## config.mk

```make
export PLATFORM = sky130hd
export DESIGN_NAME = seg_approx_mult_flat
export DESIGN_NICKNAME = d
export VERILOG_FILES = /design/src/rtl/seg_approx_mult_if.sv /design/src/rtl/seg_approx_mult.sv /design/src/flat_wrapper.sv
export SDC_FILE = /design/constraint.sdc
export NUM_CORES = 1
export LEC_CHECK = 0
export BUFFER_PORTS_ARGS = -buffer_cell sky130_fd_sc_hd__buf_2
export CELL_PAD_IN_SITES_DETAIL_PLACEMENT = 0
export CELL_PAD_IN_SITES_GLOBAL_PLACEMENT = 1
export CORE_MARGIN = 5
export CORE_UTILIZATION = 45
export CTS_CLUSTER_DIAMETER = 40
export DETAILED_ROUTE_END_ITERATION = 10
export GPL_TIMING_DRIVEN = 0
export PLACE_DENSITY = 0.9
export SLEW_MARGIN = 20
export SYNTH_ARGS = -nofsm -noshare
export SYNTH_HDL_FRONTEND = slang
export SYNTH_SLANG_ARGS = --single-unit
```

## constraint.sdc

```tcl
create_clock -name clk -period 5.48 [get_ports clk]
set_input_delay 0.822 -clock clk [delete_from_list [all_inputs] [get_ports clk]]
set_output_delay 0.822 -clock clk [all_outputs]
set_load 0.05 [all_outputs]
```

## src/rtl/seg_approx_mult_if.sv

```systemverilog
// Operand/result bundle for the dynamic-segment approximate multiplier.
// The master drives start and operands, the slave returns status and result.
interface seg_approx_mult_if #(
    parameter int W = 16
) ();
    logic           start;
    logic [W-1:0]   a;
    logic [W-1:0]   b;
    logic           busy;
    logic           done;
    logic [2*W-1:0] product;
    logic           exact;

    modport master (
        output start, a, b,
        input  busy, done, product, exact
    );

    modport slave (
        input  start, a, b,
        output busy, done, product, exact
    );
endinterface

```

## src/rtl/seg_approx_mult.sv

```systemverilog
// Sequential dynamic-segment approximate multiplier (leading-one normalize, KxK multiply).
// Optional build macro SEG_ROUND_EN: forces segment LSB to 1 when lower bits were discarded.
module seg_approx_mult #(
    parameter int W = 16,
    parameter int K = 8
) (
    input  logic              clk,
    input  logic              rst,
    seg_approx_mult_if.slave  bus
);
    localparam int CW  = (W - K + 1) > 1 ? $clog2(W - K + 1) : 1;
    localparam int SHW = CW + 1;
    localparam int PW  = 2 * W;

    localparam logic [CW-1:0]  CMAX     = CW'(W - K);
    localparam logic [CW-1:0]  C_ONE    = CW'(1);
    localparam logic [SHW-1:0] SH_BASE  = SHW'(2 * (W - K));
    localparam logic [W-1:0]   ONE_W    = W'(1);
    localparam logic [W-1:0]   LOW_MASK = (ONE_W << (W - K)) - ONE_W;

    typedef enum logic [1:0] {IDLE, NORM, MULT} state_t;

    state_t         state_q, state_d;
    logic [W-1:0]   rega_q, rega_d;
    logic [W-1:0]   regb_q, regb_d;
    logic [CW-1:0]  ca_q, ca_d;
    logic [CW-1:0]  cb_q, cb_d;
    logic           busy_q, busy_d;
    logic           done_q, done_d;
    logic [PW-1:0]  product_q, product_d;
    logic           exact_q, exact_d;

    logic           norm_a, norm_b;
    logic           da, db;
    logic [K-1:0]   sega, segb;
    logic [2*K-1:0] mul;
    logic [SHW-1:0] sh;

    // Segment extraction, discard flags and the scaled KxK product.
    always_comb begin
        norm_a = rega_q[W-1] | (ca_q == CMAX);
        norm_b = regb_q[W-1] | (cb_q == CMAX);
        da     = |(rega_q & LOW_MASK);
        db     = |(regb_q & LOW_MASK);
        sega   = rega_q[W-1 -: K];
        segb   = regb_q[W-1 -: K];
`ifdef SEG_ROUND_EN
        sega[0] = sega[0] | da;
        segb[0] = segb[0] | db;
`endif
        mul = {{K{1'b0}}, sega} * {{K{1'b0}}, segb};
        sh  = SH_BASE - {1'b0, ca_q} - {1'b0, cb_q};
    end

    // Next-state and datapath sequencing.
    always_comb begin
        state_d   = state_q;
        rega_d    = rega_q;
        regb_d    = regb_q;
        ca_d      = ca_q;
        cb_d      = cb_q;
        busy_d    = busy_q;
        done_d    = 1'b0;
        product_d = product_q;
        exact_d   = exact_q;
        unique case (state_q)
            IDLE: begin
                if (bus.start) begin
                    rega_d  = bus.a;
                    regb_d  = bus.b;
                    ca_d    = '0;
                    cb_d    = '0;
                    busy_d  = 1'b1;
                    state_d = NORM;
                end
            end
            NORM: begin
                if (norm_a && norm_b) begin
                    state_d = MULT;
                end else begin
                    if (!norm_a) begin
                        rega_d = rega_q << 1;
                        ca_d   = ca_q + C_ONE;
                    end
                    if (!norm_b) begin
                        regb_d = regb_q << 1;
                        cb_d   = cb_q + C_ONE;
                    end
                end
            end
            MULT: begin
                product_d = PW'(mul) << sh;
                exact_d   = ~(da | db);
                done_d    = 1'b1;
                busy_d    = 1'b0;
                state_d   = IDLE;
            end
            default: state_d = IDLE;
        endcase
    end

    // State and datapath registers with synchronous reset.
    always_ff @(posedge clk) begin
        if (rst) begin
            state_q   <= IDLE;
            rega_q    <= '0;
            regb_q    <= '0;
            ca_q      <= '0;
            cb_q      <= '0;
            busy_q    <= 1'b0;
            done_q    <= 1'b0;
            product_q <= '0;
            exact_q   <= 1'b0;
        end else begin
            state_q   <= state_d;
            rega_q    <= rega_d;
            regb_q    <= regb_d;
            ca_q      <= ca_d;
            cb_q      <= cb_d;
            busy_q    <= busy_d;
            done_q    <= done_d;
            product_q <= product_d;
            exact_q   <= exact_d;
        end
    end

    assign bus.busy    = busy_q;
    assign bus.done    = done_q;
    assign bus.product = product_q;
    assign bus.exact   = exact_q;
endmodule

```

## src/flat_wrapper.sv

```systemverilog
// flat-port wrapper written by rule: the top's interface ports become plain ports
module seg_approx_mult_flat 
#(
    parameter int W = 16,
    parameter int K = 8
)
  (clk, rst, bus_start, bus_a, bus_b, bus_busy, bus_done, bus_product, bus_exact);
  seg_approx_mult_if #(.W(W)) bus_i ();
  input  logic clk;
  input  logic rst;
  input wire logic [$bits(bus_i.start)-1:0] bus_start;
  input wire logic [$bits(bus_i.a)-1:0] bus_a;
  input wire logic [$bits(bus_i.b)-1:0] bus_b;
  output wire logic [$bits(bus_i.busy)-1:0] bus_busy;
  output wire logic [$bits(bus_i.done)-1:0] bus_done;
  output wire logic [$bits(bus_i.product)-1:0] bus_product;
  output wire logic [$bits(bus_i.exact)-1:0] bus_exact;
  assign bus_i.start = bus_start;
  assign bus_i.a = bus_a;
  assign bus_i.b = bus_b;
  assign bus_busy = bus_i.busy;
  assign bus_done = bus_i.done;
  assign bus_product = bus_i.product;
  assign bus_exact = bus_i.exact;
  seg_approx_mult #(.W(W), .K(K)) u_core (.clk(clk), .rst(rst), .bus(bus_i));
endmodule
```

======== After elaboration in Yosys (flattened, before gate mapping) ========
Cells that the tools add are included.
word-level totals
  bits in registers ....................... 77
cells by class
  add/subtract/negate cells ............... 4
  $mul .................................... 1
  equality and inequality tests ........... 9
  shifts and indexed selects .............. 1
  mux-type cells .......................... 21
  bitwise gates (word level) .............. 4
  reductions and logical operators ........ 10
operators with widths
  cell                 number
  $mux 16              6
  $pmux 16 s2          2
  $shl 16x5->32        1
  $mux 4               5
  $mul 8x8->16         1
  $pmux 4 s2           2
  $reduce_or 8->1      2
  $add 4x1->4 const B  2
  $eq 4x4->1 const B   2
  $ne 2x2->1 const B   4
  $reduce_and 4->1     2
  $sub 5x4->5          1
  $sub 5x4->5 const A  1
  $mux 2               2
  $pmux 2 s2           1
  $reduce_and 2->1     2
  $reduce_bool 2->1    2
  $or 1x1->1           3
  $eq 2x1->1 const B   1
  $eq 2x2->1 const B   1
  $logic_not 2->1      1
  $mux 1               2
  $ne 2x1->1 const B   1
  $pmux 1 s2           1
  2 further kinds      2

======== Depth between registers and ports, before layout ========
Gate-level depths: netlist of run 1.
  depth after elaboration ................. 5
  depth in mapped cells ................... 19
  gate-level depth less buffers ........... 17

======== Least setup slack after synthesis of run 1 ========
OpenSTA, ideal clock, no wires.
  kind .................................... reg2reg
  start point ............................. reg u_core.rega_q[8]
  end point ............................... reg u_core.product_q[24] (netlist: u_core.bus.product[24])
  data arrival time ....................... 4.729 ns
  data required time ...................... 5.345 ns
  setup slack ............................. 0.616 ns
  stages on the path, launching flop included .. 18
  buffers on the path ..................... 1
  period minus slack after synthesis ...... 4.864 ns
  path through ............................ dfxtp_1 clkbuf_1 nand2_1 fa_1 fa_1 inv_1 fa_1 inv_1 fa_1 inv_1 ha_1 a21oi_1 o31a_1 mux2_2 o31ai_1 o221a_2 a2bb2oi_1 o221ai_1
between the ends
  longest elaborated chain between the ends .. 2
RTL lines
  item                    RTL line                source
  start, declared         seg_approx_mult.sv:24   logic [W-1:0] rega_q, rega_d;
  start signal, assigned  seg_approx_mult.sv:116  rega_q <= rega_d;
  $mul 8x8->16            seg_approx_mult.sv:51   mul = {{K{1'b0}}, sega} * {{K{1'b0}}, segb};
  $shl 16x5->32           seg_approx_mult.sv:92   product_d = PW'(mul) << sh;
  end signal, assigned    seg_approx_mult.sv:122  product_q <= product_d;
  end, declared           seg_approx_mult.sv:30   logic [PW-1:0] product_q, product_d;
No other way between the ends.
A chain may end at the register's enable or synchronous reset.

======== Final worst setup path of run 1 ========
  start point ............................. reg u_core.regb_q[14]
  end point ............................... reg u_core.product_q[15] (netlist: u_core.bus.product[15])
between the ends
  longest elaborated chain between the ends .. 2
RTL lines
  item                    RTL line                source
  start, declared         seg_approx_mult.sv:25   logic [W-1:0] regb_q, regb_d;
  start signal, assigned  seg_approx_mult.sv:117  regb_q <= regb_d;
  $mul 8x8->16            seg_approx_mult.sv:51
  $shl 16x5->32           seg_approx_mult.sv:92
No other way between the ends.

==> results of run 1 <==
-- logic make-up (layout without fill, tap and decap cells) --
group	after synthesis	count (layout)	share of synthesized area (%)
AO/OA/AOI/OAI	192	192	21.3
XOR/XNOR	17	17	2.19
adder cells (fa/ha/maj)	84	84	19.6
buffers and inverters	120	200	6.91
flip-flops	77	77	22.7
multiplexers	45	45	6.78
AND/OR/NAND/NOR	283	283	20.5
-- through the flow --
step / hold slack, ps / utilization, % / area, um2
4_1_cts: 451 / 52.4 / 7670
5_1_grt: 470 / 52.6 / 7700
6_report: 448 / 52.6 / 7700
2_1_floorplan: 460 / - / 6790
3_3_place_gp: 432 / 50.3 / 7360
3_5_place_dp: 437 / 50.3 / 7360
-- worst max path at each step --
stage,start,to,slack [ps],cells after the start
finish,u_core.regb_q[14],u_core.bus.product[15],190,16
detailed placement,u_core.rega_q[8],u_core.bus.product[15],-230,17
floorplan,u_core.rega_q[8],u_core.bus.product[24],620,17
global route,u_core.rega_q[8],u_core.bus.product[14],-9,17
CTS,u_core.rega_q[8],u_core.bus.product[15],60,18
global placement,u_core.rega_q[8],u_core.bus.product[15],-150,17
-- Yosys cell counts (6+ instances only) --
master,instances
sky130_fd_sc_hd__a211oi_1,32
sky130_fd_sc_hd__a21oi_1,33
sky130_fd_sc_hd__a22oi_1,6
sky130_fd_sc_hd__a32o_1,7
sky130_fd_sc_hd__and2_1,53
sky130_fd_sc_hd__buf_1,9
sky130_fd_sc_hd__buf_2,6
sky130_fd_sc_hd__clkbuf_1,37
sky130_fd_sc_hd__dfxtp_1,77
sky130_fd_sc_hd__fa_1,37
sky130_fd_sc_hd__ha_1,47
sky130_fd_sc_hd__inv_1,65
sky130_fd_sc_hd__mux2_2,8
sky130_fd_sc_hd__mux2i_1,37
sky130_fd_sc_hd__nand2_1,69
sky130_fd_sc_hd__nand2b_1,6
sky130_fd_sc_hd__nand3_1,19
sky130_fd_sc_hd__nand4_1,10
sky130_fd_sc_hd__nor2_1,74
sky130_fd_sc_hd__nor2b_1,9
sky130_fd_sc_hd__nor3_1,16
sky130_fd_sc_hd__nor4_1,7
sky130_fd_sc_hd__o2111ai_1,6
sky130_fd_sc_hd__o211ai_1,7
sky130_fd_sc_hd__o21ai_0,24
sky130_fd_sc_hd__o31ai_1,9
sky130_fd_sc_hd__xnor2_1,10
sky130_fd_sc_hd__xor2_1,7
-- cell type report --
cell class	instances	area, um2
Fill cell	1447	6950
Multi-Input combinational cell	621	4820
Sequential cell	77	1550
Timing Repair Buffer	71	360
Inverter	66	248
Clock buffer	11	233
Tap cell	184	230
Buffer	47	199
Clock inverter	5	61.3
-- layer usage --
metal	up-vias	GRT usage [%]	part of all wire, %
met5	-	0	0
met4	0	5.02	1.4
met3	24	3.64	6.5
met2	239	38.0	48
met1	3113	29.2	44
li1	3056	-	-
-- where the power goes --
group | switching, mW | total, mW | internal (mW)
clock | 0.248 | 0.602 | 0.354
combinational | 0.865 | 1.34 | 0.475
sequential | 0.0754 | 0.684 | 0.608
-- registers in the layout, indices dropped and copies added, names as in the netlist --
register	flops
u_core.bus.busy	1
u_core.bus.done	1
u_core.bus.exact	1
u_core.bus.product	32
u_core.ca_q	4
u_core.cb_q	4
u_core.rega_q	16
u_core.regb_q	16
u_core.state_q	2
-- timing repair --
| action | in CTS | in global routing |
|---|---|---|
| endpoints found under the setup margin | 16 | 21 |
| resized for setup | 2 | 17 |
| setup buffers | 2 | 0 |
-- critical path: cells and delay by family, from the launching register on --
| kind | cells | cell delay [ps] |
|---|---|---|
| adder cells (fa/ha/maj) | 5 | 2280 |
| AO/OA/AOI/OAI | 6 | 1700 |
| flip-flops | 1 | 540 |
| AND/OR/NAND/NOR | 2 | 380 |
| buffers and inverters | 3 | 270 |
==> impl_metrics.env, run 1 <==
export IMPL_timing_setup_tns_ps=0
export IMPL_synth_top_flop_cell="sky130_fd_sc_hd__dfxtp_1"
export IMPL_place_port_buffers=69
export IMPL_seq_area_frac_synth_pct=22.7
export IMPL_io_pins=70
export IMPL_ys_async_sr_fraction_pct=0
export IMPL_syn2layout_area_growth_pct=13.4
export IMPL_synth_area_per_cell_um2=8.30
export IMPL_min_to="u_core.bus.product[8]"
export IMPL_dr_pass1_iters=5
export IMPL_final_cell_count_no_fill=1082
export IMPL_via_count=6432
export IMPL_first_iter_violations=458
export IMPL_min_delay_path_depth=2
export IMPL_globalplace_congestion=0.920
export IMPL_timing_final_crit_period_ps=5290
export IMPL_cp_slowest_cell="sky130_fd_sc_hd__dfxtp_1"
export IMPL_synth_ff_latch_count=77
export IMPL_mappedNetlistArea_mm2=0.00679
export IMPL_vias_in_the_first_global_route=6395
export IMPL_dp_slack_ps=-228
export IMPL_finalSetupViolCount=0
export IMPL_critical_path_data_arrival_time_ps=5520
export IMPL_cap_violations=0
export IMPL_placed_cells=1071
export IMPL_yosysTopAreaCell="sky130_fd_sc_hd__dfxtp_1"
export IMPL_reg2reg_depth=16
export IMPL_total_power_mw=2.63
export IMPL_cp_max_fo=10
export IMPL_rsz0062_at_grt="yes"
export IMPL_grt_start_max_net_pins=14
export IMPL_slew_worst_pin_ps=920
export IMPL_worstReg2RegEnd="u_core.bus.product[15]"
export IMPL_synthDistinctLibCells=70
export IMPL_clk_insertion_delay_late_ps=350
export IMPL_crit_path_end_kind="flip-flop"
export IMPL_die_width_um=133
export IMPL_finalWirelength_mm=19.5
export IMPL_min_path_type="reg2reg"
export IMPL_gr_usage_all_layers_pct=22.1
export IMPL_slew_headroom_pct=38.2
export IMPL_final_min_period_over_clock_period_pct=96.5
export IMPL_yosysWarningCount=0
export IMPL_die_height_um=133
export IMPL_grt_first_pass_wirelength_mm=32.4
export IMPL_cts_hold_buffers=0
export IMPL_number_of_antenna_violating_nets_in_the_routed_design=0
export IMPL_worst_ep_required_time_ps=5720
export IMPL_fmaxAchievable_mhz=189
export IMPL_globalRouteOverflowTotal=0
export IMPL_vdd_ir_drop_worst_uv=181
export IMPL_diode_insertion_count_for_antenna_repair=0
export IMPL_skew_ps=6.33
export IMPL_path_common_cell="sky130_fd_sc_hd__fa_1"
export IMPL_setup_slack_ps=193
export IMPL_layout_commonest_cell="sky130_fd_sc_hd__buf_2"
export IMPL_htree_num_levels=3
export IMPL_final_hold_violation_count=0
export IMPL_drive_gt1_share_pct=15.1
export IMPL_netlist_instances=818
export IMPL_setup_reg_to_reg_worst_slack_ps=190
export IMPL_core_area_mm2=0.0146
export IMPL_route_detailed_wl_per_inst_um=18.0
export IMPL_layout_common_cells="sky130_fd_sc_hd__buf_2, sky130_fd_sc_hd__nor2_1, sky130_fd_sc_hd__dfxtp_1, sky130_fd_sc_hd__nand2_1, sky130_fd_sc_hd__inv_1"
export IMPL_max_stage_delay_ps=540
export IMPL_slew_violations=0
export IMPL_placed_wire_length_estimate_mm=15.1
export IMPL_yosys_area_top_type_share_pct=22.7
export IMPL_path_clk_slew_ps=60
export IMPL_cts_tree="done"
export IMPL_worst_r2r_src="u_core.regb_q[14]"
export IMPL_critical_path_start_end_classification="reg2reg"
export IMPL_final_nets=1012
export IMPL_clockRootBuffer="sky130_fd_sc_hd__clkbuf_16"
export IMPL_routed_via_density=5.94
export IMPL_hp_start="u_core.bus.product[8]"
export IMPL_postSynthNetCount=937
export IMPL_synth_top_cells_by_area="sky130_fd_sc_hd__dfxtp_1, sky130_fd_sc_hd__fa_1, sky130_fd_sc_hd__ha_1"
export IMPL_p_per_area_mw_per_mm2=341
export IMPL_fp_row_count=44
export IMPL_drc=0
export IMPL_start_kind="flip-flop"
export IMPL_cts_num_sinks=77
export IMPL_synth_enable_flop_cells=0
export IMPL_crit_path_cell_trace="and2_1, fa_1, fa_1, fa_1, inv_1, fa_1, inv_1, ha_1, buf_2, nor2b_1, a221oi_1, a31oi_1, a211oi_2, a31oi_4, a211o_1, a32o_1"
export IMPL_run_status="complete, no violations"
export IMPL_floorplan_initialDensity_pct=46.3
export IMPL_static_leakage_power_nw=3.44
export IMPL_cts_max_path_buffers=2
export IMPL_antenna_found_initial=0
export IMPL_cts_made_buffers=9
export IMPL_die_area_mm2=0.0176
No activity file was read; power rests on OpenSTA's default activity.
==> inputs of run 2 (changes only) <==
--- a/config.mk
+++ b/config.mk
@@ -6,7 +6,7 @@
 export NUM_CORES = 1
 export LEC_CHECK = 0
 export BUFFER_PORTS_ARGS = -buffer_cell sky130_fd_sc_hd__buf_2
-export CELL_PAD_IN_SITES_DETAIL_PLACEMENT = 0
+export CELL_PAD_IN_SITES_DETAIL_PLACEMENT = 1
 export CELL_PAD_IN_SITES_GLOBAL_PLACEMENT = 1
 export CORE_MARGIN = 5
 export CORE_UTILIZATION = 45
==> run 2 against run 1 <==
Effect of this change: clock power is 8.0% higher; largest power group unchanged; register-to-register slack hardly changed; sequential share of layout area is 0.061 points higher; clock skew is 5.1 ps higher; critical path depth is 1 higher; final area is 0.18% higher.
==> impl_metrics.env, run 2 (synthesis gave the netlist of run 1 again) <==
export IMPL_max_stage_delay_ps=550
export IMPL_start_kind="flip-flop"
export IMPL_detailed_place_area_mm2=0.00736
export IMPL_skew_ps=11.5
export IMPL_final_hold_violation_count=0
export IMPL_slew_headroom_pct=36.0
export IMPL_layout_common_cells="sky130_fd_sc_hd__buf_2, sky130_fd_sc_hd__nor2_1, sky130_fd_sc_hd__nand2_1, sky130_fd_sc_hd__inv_1, sky130_fd_sc_hd__dfxtp_1"
export IMPL_path_common_cell="sky130_fd_sc_hd__fa_1"
export IMPL_crit_buf_inv=4
export IMPL_dp_slack_ps=-243
export IMPL_run_status="complete, no violations"
export IMPL_routed_via_density=6.21
export IMPL_place_port_buffers=69
export IMPL_slew_violations=0
export IMPL_static_leakage_power_nw=3.46
export IMPL_first_iter_violations=466
export IMPL_clk_insertion_delay_late_ps=350
export IMPL_global_route_usage_met2_pct=45.7
export IMPL_worst_ep_required_time_ps=5690
export IMPL_final_cell_count_no_fill=1079
export IMPL_cts_num_sinks=77
export IMPL_antenna_found_initial=0
export IMPL_globalplace_congestion=0.920
export IMPL_grt_busiest_layer="met2"
export IMPL_max_ffs_per_register=32
export IMPL_final_core_util_pct=52.7
export IMPL_cts_hold_buffers=0
export IMPL_met1_usage_pct=32.3
export IMPL_final_min_period_over_clock_period_pct=96.5
export IMPL_timing_setup_tns_ps=0
export IMPL_placed_cells=1071
export IMPL_timing_hold_ws_ps=448
export IMPL_timing_final_crit_period_ps=5290
export IMPL_power_share_switching_pct=45.3
export IMPL_drive_gt1_share_pct=15.6
export IMPL_power_combinational_fraction_pct=51.0
export IMPL_layout_commonest_cell="sky130_fd_sc_hd__buf_2"
export IMPL_clockRootBuffer="sky130_fd_sc_hd__clkbuf_16"
export IMPL_vdd_ir_drop_worst_uv=215
export IMPL_htree_num_levels=3
export IMPL_cap_violations=0
export IMPL_syn2layout_area_growth_pct=13.6
export IMPL_fp_row_count=44
export IMPL_die_area_mm2=0.0176
export IMPL_number_of_antenna_violating_nets_in_the_routed_design=0
export IMPL_netSwitchingPower_mw=1.24
export IMPL_fmaxAchievable_mhz=189
export IMPL_gr_util_met3_pct=3.99
export IMPL_io_pins=70
export IMPL_cts_made_buffers=9
export IMPL_die_height_um=133
export IMPL_p_per_area_mw_per_mm2=355
export IMPL_finalSetupViolCount=0
export IMPL_drc=0
export IMPL_power_internal_mw=1.49
export IMPL_placed_wire_length_estimate_mm=17.4
export IMPL_globalRouteOverflowTotal=0
export IMPL_floorplan_initialDensity_pct=46.3
export IMPL_gr_usage_all_layers_pct=26.1
export IMPL_grt_start_max_net_pins=13
export IMPL_grt_first_pass_wirelength_mm=37.6
export IMPL_crit_path_cell_trace="clkbuf_4, nand2_1, fa_1, fa_1, inv_1, fa_1, inv_1, fa_1, inv_1, ha_1, a21oi_2, o31a_1, mux2_2, o31ai_2, o221a_2, a2bb2oi_1, o221ai_1"
export IMPL_min_path_type="reg2reg"
export IMPL_cts_tree="done"
export IMPL_critical_path_data_arrival_time_ps=5500
export IMPL_total_power_mw=2.73
export IMPL_crit_path_end_kind="flip-flop"
export IMPL_final_nets=1011
export IMPL_critical_path_start_end_classification="reg2reg"
export IMPL_diode_insertion_count_for_antenna_repair=0
export IMPL_vias_in_the_first_global_route=7219
export IMPL_postLayoutCellArea_mm2=0.00771
export IMPL_cp_max_fo=10
export IMPL_crit_family="adder cells"
export IMPL_via_count=6700
export IMPL_cts_max_path_buffers=2
export IMPL_cp_slowest_cell="sky130_fd_sc_hd__fa_1"
export IMPL_share_seq_of_total_power_pct=25.3
export IMPL_core_area_mm2=0.0146
export IMPL_dr_pass1_iters=5
export IMPL_path_clk_slew_ps=60
export IMPL_setup_slack_ps=192
export IMPL_die_width_um=133
export IMPL_slew_worst_pin_ps=953
export IMPL_route_detailed_wl_per_inst_um=21.3
export IMPL_finalWirelength_mm=23.0
export IMPL_clk_network_pwr_share_pct=23.8
## run 2: cell types whose count changed in the layout (fill, tap and decap cells not counted), moves of 2 or more
cell / delta
sky130_fd_sc_hd__clkinvlp_4: -3
sky130_fd_sc_hd__dfxtp_1: -6
sky130_fd_sc_hd__clkbuf_1: -2
sky130_fd_sc_hd__dfxtp_2: +6
## run 2: area by class of cell
type,count,area [um2]
inverters,66,248
plain buffers,47,199
clock inverters,4,73.8
repair buffers,70,353
flip-flops and latches,77,1560
well taps,184,230
multi-input cells,621,4810
fillers,1807,6930
clock buffers,10,239
## run 2: path summary, 6_finish.rpt
path                                from                      to  cells past startpoint  slack, ps
setup / recovery        u_core.rega_q[8]  u_core.bus.product[24]                     17        190
hold reg to reg   u_core.bus.product[14]  u_core.bus.product[14]                      2        450
setup reg to reg        u_core.rega_q[8]  u_core.bus.product[24]                     17        190
hold / removal    u_core.bus.product[14]  u_core.bus.product[14]                      2        450
## run 2: power by group through the flow
stage	sequential, mW	clock (mW)	combinational [mW]
floorplan	0.657	0	0.971
global placement	0.667	0	1.30
detailed placement	0.669	0	1.35
CTS	0.681	0.650	1.35
global route	0.699	0.680	1.51
finish	0.691	0.650	1.39
## run 2: what timing repair did
item | 4_1_cts | 5_1_grt
resized for setup | 2 | 22
endpoints found under the setup margin | 16 | 18
setup buffers | 1 | 0
## run 2: per-layer routing
metal,routed length [um],vias to the layer above
met1,9410,3328
li1,-,3053
met3,1390,64
met4,752,0
met2,11500,255
met5,0,-
## run 2: tightest hold or removal path, delay by kind of cell (launching register included)
family	cells	cell delay [ps]
AO/OA/AOI/OAI	1	50
AND/OR/NAND/NOR	1	50
flip-flops	1	320
==> inputs of run 3 (changes only) <==
--- a/config.mk
+++ b/config.mk
@@ -6,14 +6,12 @@
 export NUM_CORES = 1
 export LEC_CHECK = 0
 export BUFFER_PORTS_ARGS = -buffer_cell sky130_fd_sc_hd__buf_2
-export CELL_PAD_IN_SITES_DETAIL_PLACEMENT = 1
-export CELL_PAD_IN_SITES_GLOBAL_PLACEMENT = 1
 export CORE_MARGIN = 5
 export CORE_UTILIZATION = 45
 export CTS_CLUSTER_DIAMETER = 40
 export DETAILED_ROUTE_END_ITERATION = 10
 export GPL_TIMING_DRIVEN = 0
-export PLACE_DENSITY = 0.9
+export PLACE_DENSITY = 0.73
 export SLEW_MARGIN = 20
 export SYNTH_ARGS = -nofsm -noshare
 export SYNTH_HDL_FRONTEND = slang
==> run 3 against run 2 <==
Effect of this change: die area unchanged; wire length is 18% lower; combinational power is 3% lower; maximum frequency grew 0.80%; sequential power shrank 2%; utilization shrank 0.12 points.
==> impl_metrics.env, run 3 (synthesis gave the netlist of run 1 again) <==
export IMPL_gr_usage_all_layers_pct=21.3
export IMPL_cts_num_sinks=77
export IMPL_first_iter_violations=471
export IMPL_fp_row_count=44
export IMPL_grt_start_max_net_pins=14
export IMPL_antenna_found_initial=0
export IMPL_max_ffs_per_register=32
export IMPL_fmaxAchievable_mhz=191
export IMPL_cap_violations=0
export IMPL_critical_path_data_arrival_time_ps=5470
export IMPL_slew_headroom_pct=36.8
export IMPL_layout_commonest_cell="sky130_fd_sc_hd__buf_2"
export IMPL_cts_made_buffers=9
export IMPL_timing_final_crit_period_ps=5250
export IMPL_cts_hold_buffers=0
export IMPL_detailed_place_area_mm2=0.00736
export IMPL_cts_max_path_buffers=2
export IMPL_htree_num_levels=3
export IMPL_final_core_util_pct=52.5
export IMPL_core_area_mm2=0.0146
export IMPL_postLayoutCellArea_mm2=0.00769
export IMPL_globalplace_congestion=0.941
export IMPL_crit_buf_inv=3
export IMPL_cts_resized=1
export IMPL_via_count=6414
export IMPL_die_height_um=133
export IMPL_path_clk_slew_ps=60
export IMPL_diode_insertion_count_for_antenna_repair=0
export IMPL_placed_wire_length_estimate_mm=14.5
export IMPL_finalWirelength_mm=18.9
export IMPL_path_common_cell="sky130_fd_sc_hd__fa_1"
export IMPL_post_cts_setup_buffers=0
export IMPL_place_port_buffers=69
export IMPL_cp_slowest_cell="sky130_fd_sc_hd__dfxtp_1"
export IMPL_static_leakage_power_nw=3.44
export IMPL_io_pins=70
export IMPL_layout_common_cells="sky130_fd_sc_hd__buf_2, sky130_fd_sc_hd__nor2_1, sky130_fd_sc_hd__dfxtp_1, sky130_fd_sc_hd__nand2_1, sky130_fd_sc_hd__inv_1"
export IMPL_clockRootBuffer="sky130_fd_sc_hd__clkbuf_16"
export IMPL_final_nets=1010
export IMPL_crit_path_cell_trace="and2_1, fa_1, fa_1, fa_1, inv_1, fa_1, inv_1, ha_1, buf_6, a21o_1, a21oi_1, nor3b_1, mux2i_2, o2111ai_2, o221a_2, a32o_1"
export IMPL_grt_first_pass_wirelength_mm=31.1
export IMPL_finalSetupViolCount=0
export IMPL_crit_family="adder cells"
export IMPL_cts_tree="done"
export IMPL_vdd_ir_drop_worst_uv=206
export IMPL_slew_worst_pin_ps=936
export IMPL_skew_ps=7.83
export IMPL_worst_ep_required_time_ps=5710
export IMPL_floorplan_initialDensity_pct=46.3
export IMPL_final_hold_violation_count=0
export IMPL_route_detailed_wl_per_inst_um=17.5
export IMPL_critical_path_start_end_classification="reg2reg"
export IMPL_max_stage_delay_ps=570
export IMPL_run_status="complete, no violations"
export IMPL_crit_path_end_kind="flip-flop"
export IMPL_final_min_period_over_clock_period_pct=95.7
export IMPL_min_path_type="reg2reg"
export IMPL_timing_setup_tns_ps=0
export IMPL_die_area_mm2=0.0176
export IMPL_vias_in_the_first_global_route=6192
export IMPL_clk_insertion_delay_late_ps=340
export IMPL_p_per_area_mw_per_mm2=343
export IMPL_drc=0
export IMPL_cp_max_fo=10
export IMPL_syn2layout_area_growth_pct=13.4
export IMPL_drive_gt1_share_pct=14.6
export IMPL_globalRouteOverflowTotal=0
export IMPL_number_of_antenna_violating_nets_in_the_routed_design=0
export IMPL_dr_pass1_iters=6
export IMPL_routed_via_density=5.94
export IMPL_start_kind="flip-flop"
export IMPL_die_width_um=133
export IMPL_slew_violations=0
-- run 3: worst paths after layout --
check | end | from | slack (ps) | cells after the start
worst max-delay path | u_core.bus.product[31] | u_core.regb_q[12] | 230 | 16
worst min-delay path | u_core.bus.product[9] | u_core.bus.product[9] | 450 | 2
worst max register to register | u_core.bus.product[31] | u_core.regb_q[12] | 230 | 16
worst min register to register | u_core.bus.product[9] | u_core.bus.product[9] | 450 | 2
-- run 3: layout make-up --
class,instances,area [um2]
Inverter,66,248
Timing Repair Buffer,69,345
Sequential cell,77,1550
Tap cell,184,230
Clock buffer,11,243
Buffer,47,199
Clock inverter,5,60.1
Multi-Input combinational cell,621,4820
Fill cell,1454,6950
-- run 3: worst reg2reg max path, cell delays in order (launching register included) --
cell                        delay [ps]
sky130_fd_sc_hd__dfxtp_1           570
sky130_fd_sc_hd__and2_1            230
sky130_fd_sc_hd__fa_1              430
sky130_fd_sc_hd__fa_1              470
sky130_fd_sc_hd__fa_1              540
sky130_fd_sc_hd__inv_1              50
sky130_fd_sc_hd__fa_1              410
sky130_fd_sc_hd__inv_1              60
sky130_fd_sc_hd__ha_1              230
sky130_fd_sc_hd__buf_6             150
sky130_fd_sc_hd__a21o_1            180
sky130_fd_sc_hd__a21oi_1           250
sky130_fd_sc_hd__nor3b_1           320
sky130_fd_sc_hd__mux2i_2           340
sky130_fd_sc_hd__o2111ai_2         260
sky130_fd_sc_hd__o221a_2           410
sky130_fd_sc_hd__a32o_1            250
-- run 3: metal layers --
layer  vias up  track usage (%)  wire length [um]
met2       232             35.4              8880
met4         0             5.20               369
met1      3080             29.2              8300
met5         -                0                 0
met3        37             3.08              1340
li1       3065                -                 -
-- run 3: where the power goes --
| group | switching [mW] | internal (mW) | total, mW |
|---|---|---|---|
| sequential | 0.0731 | 0.607 | 0.680 |
| clock | 0.240 | 0.366 | 0.606 |
| combinational | 0.872 | 0.478 | 1.35 |
-- run 3: per-stage QoR --
step                      cells  hold WS, ps  power (mW)  worst slack (ps)
after floorplan             818          460        1.63               616
after global placement     1071          434        1.97              -109
after detailed placement   1071          441        1.97              -179
after CTS                  1086          455        2.58              17.4
after global routing       1080          470        2.80             -15.4
final                      1080          452        2.64               234
